File: config.mk
export PLATFORM = sky130hd
export DESIGN_NAME = persp_param_latch
export DESIGN_NICKNAME = d
export VERILOG_FILES = /design/src/rtl/persp_param_latch.sv
export SDC_FILE = /design/constraint.sdc
export NUM_CORES = 2
export LEC_CHECK = 0
export BUFFER_PORTS_ARGS = -buffer_cell sky130_fd_sc_hd__buf_2
export CORE_AREA = 2 2 580 582
export DETAILED_ROUTE_END_ITERATION = 8
export DIE_AREA = 0 0 582 584
export HOLD_SLACK_MARGIN = 0.15
export PLACE_DENSITY = 0.41
export SYNTH_ARGS = -nofsm -noshare
export SYNTH_HDL_FRONTEND = slang
export SYNTH_SLANG_ARGS = --single-unit
File: constraint.sdc
create_clock -name vclock -period 6.6 [get_ports vclock]
set_clock_uncertainty 0.15 [all_clocks]
set_input_delay 0.99 -clock vclock [delete_from_list [all_inputs] [get_ports vclock]]
set_output_delay 0.99 -clock vclock [all_outputs]
set_load 0.01 [all_outputs]
File: src/rtl/persp_param_latch.sv
// rtl/persp_param_latch.sv - frame-synchronous latch for inverse-perspective coefficients and rewind terms
module persp_param_latch #(
  parameter int H_STEPS = 800,
  parameter int MUL_W   = 10
) (
  input  logic               vclock,
  input  logic               reset,
  input  logic               in_valid,
  output logic               in_ready,
  input  logic signed [67:0] in_p1,
  input  logic signed [68:0] in_p2,
  input  logic signed [78:0] in_p3,
  input  logic signed [67:0] in_p4,
  input  logic signed [68:0] in_p5,
  input  logic signed [78:0] in_p6,
  input  logic signed [58:0] in_p7,
  input  logic signed [59:0] in_p8,
  input  logic signed [70:0] in_p9,
  input  logic               frame_start,
  output logic signed [67:0] p1_inv,
  output logic signed [68:0] p2_inv,
  output logic signed [78:0] p3_inv,
  output logic signed [67:0] p4_inv,
  output logic signed [68:0] p5_inv,
  output logic signed [78:0] p6_inv,
  output logic signed [58:0] p7_inv,
  output logic signed [59:0] p8_inv,
  output logic signed [70:0] p9_inv,
  output logic signed [78:0] dec_numx_horiz,
  output logic signed [78:0] dec_numy_horiz,
  output logic signed [70:0] dec_denom_horiz,
  output logic               params_loaded,
  output logic               param_update
);

  localparam int CNT_W = (MUL_W > 1) ? $clog2(MUL_W) : 1;
  localparam logic [MUL_W-1:0] H_BITS = MUL_W'(H_STEPS);

  typedef enum logic [1:0] {IDLE, MUL, PENDING} state_t;

  state_t state, state_nxt;

  logic signed [67:0] sh_p1;
  logic signed [68:0] sh_p2;
  logic signed [78:0] sh_p3;
  logic signed [67:0] sh_p4;
  logic signed [68:0] sh_p5;
  logic signed [78:0] sh_p6;
  logic signed [58:0] sh_p7;
  logic signed [59:0] sh_p8;
  logic signed [70:0] sh_p9;

  logic signed [78:0] acc_x, acc_y, mc_x, mc_y;
  logic signed [70:0] acc_d, mc_d;
  logic [MUL_W-1:0]   mul_bits;
  logic [CNT_W-1:0]   cnt;

  logic accept, publish, mul_last;

  always_comb begin
    accept    = in_valid && in_ready;
    publish   = (state == PENDING) && frame_start;
    mul_last  = (state == MUL) && (cnt == CNT_W'(MUL_W - 1));
    state_nxt = state;
    case (state)
      IDLE:    if (accept) state_nxt = MUL;
      MUL:     if (mul_last) state_nxt = PENDING;
      // a new set supersedes the pending one even when it publishes this cycle
      PENDING: if (accept) state_nxt = MUL;
               else if (publish) state_nxt = IDLE;
      default: state_nxt = IDLE;
    endcase
  end

  always_ff @(posedge vclock) begin
    if (reset) begin
      state    <= IDLE;
      in_ready <= 1'b1;
    end else begin
      state    <= state_nxt;
      in_ready <= (state_nxt != MUL);
    end
  end

  // Shift-add multiply: multiplicand shifts left while the H_STEPS bits shift out LSB first
  always_ff @(posedge vclock) begin
    if (reset) begin
      sh_p1 <= '0; sh_p2 <= '0; sh_p3 <= '0;
      sh_p4 <= '0; sh_p5 <= '0; sh_p6 <= '0;
      sh_p7 <= '0; sh_p8 <= '0; sh_p9 <= '0;
      acc_x <= '0; acc_y <= '0; acc_d <= '0;
      mc_x  <= '0; mc_y  <= '0; mc_d  <= '0;
      mul_bits <= '0;
      cnt      <= '0;
    end else if (accept) begin
      sh_p1 <= in_p1; sh_p2 <= in_p2; sh_p3 <= in_p3;
      sh_p4 <= in_p4; sh_p5 <= in_p5; sh_p6 <= in_p6;
      sh_p7 <= in_p7; sh_p8 <= in_p8; sh_p9 <= in_p9;
      acc_x <= '0; acc_y <= '0; acc_d <= '0;
      mc_x  <= {{11{in_p1[67]}}, in_p1};
      mc_y  <= {{11{in_p4[67]}}, in_p4};
      mc_d  <= {{12{in_p7[58]}}, in_p7};
      mul_bits <= H_BITS;
      cnt      <= '0;
    end else if (state == MUL) begin
      if (mul_bits[0]) begin
        acc_x <= acc_x + mc_x;
        acc_y <= acc_y + mc_y;
        acc_d <= acc_d + mc_d;
      end
      mc_x     <= mc_x <<< 1;
      mc_y     <= mc_y <<< 1;
      mc_d     <= mc_d <<< 1;
      mul_bits <= mul_bits >> 1;
      cnt      <= cnt + CNT_W'(1);
    end
  end

  // Publish reads the shadow as it stood before any same-cycle accept overwrites it
  always_ff @(posedge vclock) begin
    if (reset) begin
      p1_inv <= '0; p2_inv <= '0; p3_inv <= '0;
      p4_inv <= '0; p5_inv <= '0; p6_inv <= '0;
      p7_inv <= '0; p8_inv <= '0; p9_inv <= '0;
      dec_numx_horiz  <= '0;
      dec_numy_horiz  <= '0;
      dec_denom_horiz <= '0;
      params_loaded   <= 1'b0;
      param_update    <= 1'b0;
    end else begin
      param_update <= publish;
      if (publish) begin
        p1_inv <= sh_p1; p2_inv <= sh_p2; p3_inv <= sh_p3;
        p4_inv <= sh_p4; p5_inv <= sh_p5; p6_inv <= sh_p6;
        p7_inv <= sh_p7; p8_inv <= sh_p8; p9_inv <= sh_p9;
        dec_numx_horiz  <= acc_x;
        dec_numy_horiz  <= acc_y;
        dec_denom_horiz <= acc_d;
        params_loaded   <= 1'b1;
      end
    end
  end

endmodule
==> out/metrics.yaml <==
setup_path:
  worstPathBufferInverterCount: 1
  rrSetupSlack_ns: 1.84
  worst_path_max_delay_cell: "a211oi_1"
  crit_path_end_kind: "flop"
  r2r-start: "acc_y[0]"
  cp_max_fo: 4
  arrival_ns: 5.43
  r2r-end: "acc_y[76]"
  critPathTopFamily: "compound AO/OA/AOI/OAI gates"
  crit_type: "reg -> reg"
  setup.worst_path.start_class: "flop"
  cp_num_cells: 14
  r2r_cells: 14
  cp_slowest_stage_delay_ns: 0.59
  cp.required_ns: 7.27
  path_cells: "ha_1 > inv_1 > fa_1 > nand2b_1 > a21oi_1 > o21ai_0 > a2111o_1 > a211o_1 > a211oi_1 > o21ai_1 > o31ai_4 > a31oi_1 > or4_1 > nand3_1"
  cp-startpoint: "acc_y[0]"
  crit_path_end: "acc_y[76]"
placed_design:
  dpl.hpwl_mm: 234
  gp_congestion: 0.878
  placed_area_mm2: 0.0919
  io_buffers: 1479
grt:
  grt_pass1_vias: 75800
  gr-total-overflow: 0
  grt_max_degree: 229
  antenna_found_initial: 40
  grt.total_usage_pct: 18.7
  grt_pass1_wl_mm: 496
synthesis:
  synthTopCellsByArea: "dfxtp_1 48%, nand2_1 18%, a21oi_1 12%, ha_1 3.5%, clkbuf_1 3.4%"
  synth_nets: 11500
  yosysTopAreaCellShare_pct: 48.2
  synth_most_common_cell: "nand2_1"
  ys_async_sr_fraction_pct: 0
  yosysWarnings: 0
  yosysTopAreaCell: "dfxtp_1"
  synth_seq_cells: 1950
  synthesis.area_mm2: 0.0810
  ys_types: 75
  synth_ff_type: "dfxtp_1"
  ys_top_cells_by_count: "3902 x nand2_1, 1950 x dfxtp_1, 1884 x a21oi_1"
  synth_edf_count: 0
  syn_area_per_cell_um2: 7.63
  synth_cells: 10600
  synth-seq-area-share_pct: 48.2
clock_network:
  clockBufferDepth: 4
  h-tree-depth: 4
  cts_made_buffers: 233
  clkTransAtPathRegs_ns: 0.06
  tritoncts: "done"
  clk_latency_ns: 0.90
  clock_sinks: 1950
  cts-root-buf: "clkbuf_16"
  post_cts_resized: 0
cells_and_area:
  final_util_pct: 31.7
  nFillCells: 35900
  drive_gt1_share_pct: 15.8
  design_area_mm2: 0.105
  synthToLayoutAreaGrowth_pct: 30.3
  finalNetCount: 13000
sta:
  slew-limit-headroom_pct: 17.4
  hold_violations: 0
  fmax_ghz: 0.210
  setup_tns_ns: 0
  final_max_slew_viol_count: 0
  period_needed_ns: 4.76
  setup_viol: 0
  rsz0062_at_grt: "no"
  finalCritPeriodShare_pct: 72.1
  worst_pin_slew_ns: 1.24
run_status:
  outcome: "finished, final reports clean"
floorplan:
  rows: 212
  die_area_mm2: 0.340
  core-area_mm2: 0.333
  start_util_pct: 24.3
  fp.dieW_um: 582
  ioPinCount: 1480
  die_h_um: 584
route:
  dr.pass1.iters: 7
  vias: 79100
  ant_nets: 0
  drt-total-wl_mm: 335
  wire_per_inst_um: 20.0
  viasPerCell: 4.71
  drcViolationCount: 0
  drtIter0Drc: 5094
min_path:
  holdCritStartpoint: "in_p4[3]"
  hp-class: "in -> reg"
  hold_depth: 3
power_and_ir_drop:
  p_leak_nw: 42.1
  powerDensity_mw_per_mm2: 267
  ir_worst_vdd_v: 0.000199
flow_run:
  drv_cap: 0
==> through the flow <==
stage               hold slack (ns)  cells  total power, mW  setup WS, ns
global placement              0.285  15800             14.7          1.77
CTS                           0.150  16800             28.6          1.79
floorplan                     0.282  10600             13.9          2.98
finish                        0.258  16800             28.1          1.84
global route                  0.190  16800             29.3          1.54
detailed placement            0.291  15800             14.7          1.81
==> power breakdown <==
group	internal, mW	leakage (nW)	switching [mW]
Clock	7.89	3.85	5.50
Combinational	0.869	22.4	1.45
Sequential	12.2	15.9	0.276
==> layer usage <==
metal | share of wire [%] | global-route usage, % | vias up
met3 | 5.6 | 3.52 | 473
li1 | - | - | 38800
met4 | 2.8 | 5.33 | 14
met2 | 46 | 30.5 | 2007
met1 | 45 | 24.9 | 37700
met5 | 0.026 | 0 | -
==> worst reg2reg max path, delay by kind of cell, from the launching register on <==
family / cells / cell delay, ns
flip-flops: 1 / 0.35
adder cells (fa/ha/maj): 2 / 0.57
AO/OA/AOI/OAI: 8 / 2.88
AND/OR/NAND/NOR: 3 / 0.70
buffers and inverters: 1 / 0.06
==> cell usage in the layout, fill, tap and decap left out, drive strengths merged, types with 7 or more instances in the layout <==
master,count
nand2,3902
dfxtp,1950
a21oi,1884
buf,1541
dlygate4sd3,569
nor2,349
clkbuf,333
ha,228
o21ai,210
a311oi,195
a21o,153
xnor2,115
nand4,82
xor2,75
a31oi,71
inv,71
nor3,55
nand3,54
o21bai,49
clkinv,43
a211oi,41
and3,35
or3,26
diode,25
o211ai,25
o31ai,25
nor2b,23
o21a,21
and2,21
bufinv,20
nand2b,19
and4,12
nor4,12
clkinvlp,12
or2,11
a21boi,11
a211o,9
a41oi,7
==> logic make-up after synthesis <==
| logic type | Yosys count | share of synthesized area (%) |
|---|---|---|
| compound gates | 2773 | 19.6 |
| xor+xnor | 190 | 2.05 |
| flops | 1950 | 48.2 |
| buf+inv | 844 | 3.93 |
| mux | 4 | 0.0510 |
| fa+ha+maj | 231 | 3.60 |
| simple gates | 4626 | 22.5 |
==> final cells by class <==
class,count,area (um^2),area share (%)
sequential,1950,39000,37.0
multi-input combinational,7824,38800,36.8
timing repair buffer,2110,14000,13.2
clock buffer,333,6760,6.41
tap,4387,5490,5.20
clock inverter,84,1120,1.06
inverter,62,233,0.221
antenna,25,62.6,0.0593
==> repair_timing <==
item | in CTS | in global routing
hold buffers | 569 | 0
hold endpoints to repair | 581 | 0
buffers inserted | 0 | 0
endpoints found under the setup margin | 0 | 0
==> how the worst min path moves through the flow <==
stage	slack [ns]	to
after floorplan	0.28	mul_bits[1]
after global placement	0.28	p9_inv[17]
after detailed placement	0.29	p6_inv[63]
after CTS	0.15	sh_p4[3]
after global routing	0.19	sh_p4[3]
final	0.26	sh_p4[3]
No activity file was read; power rests on OpenSTA's default activity.
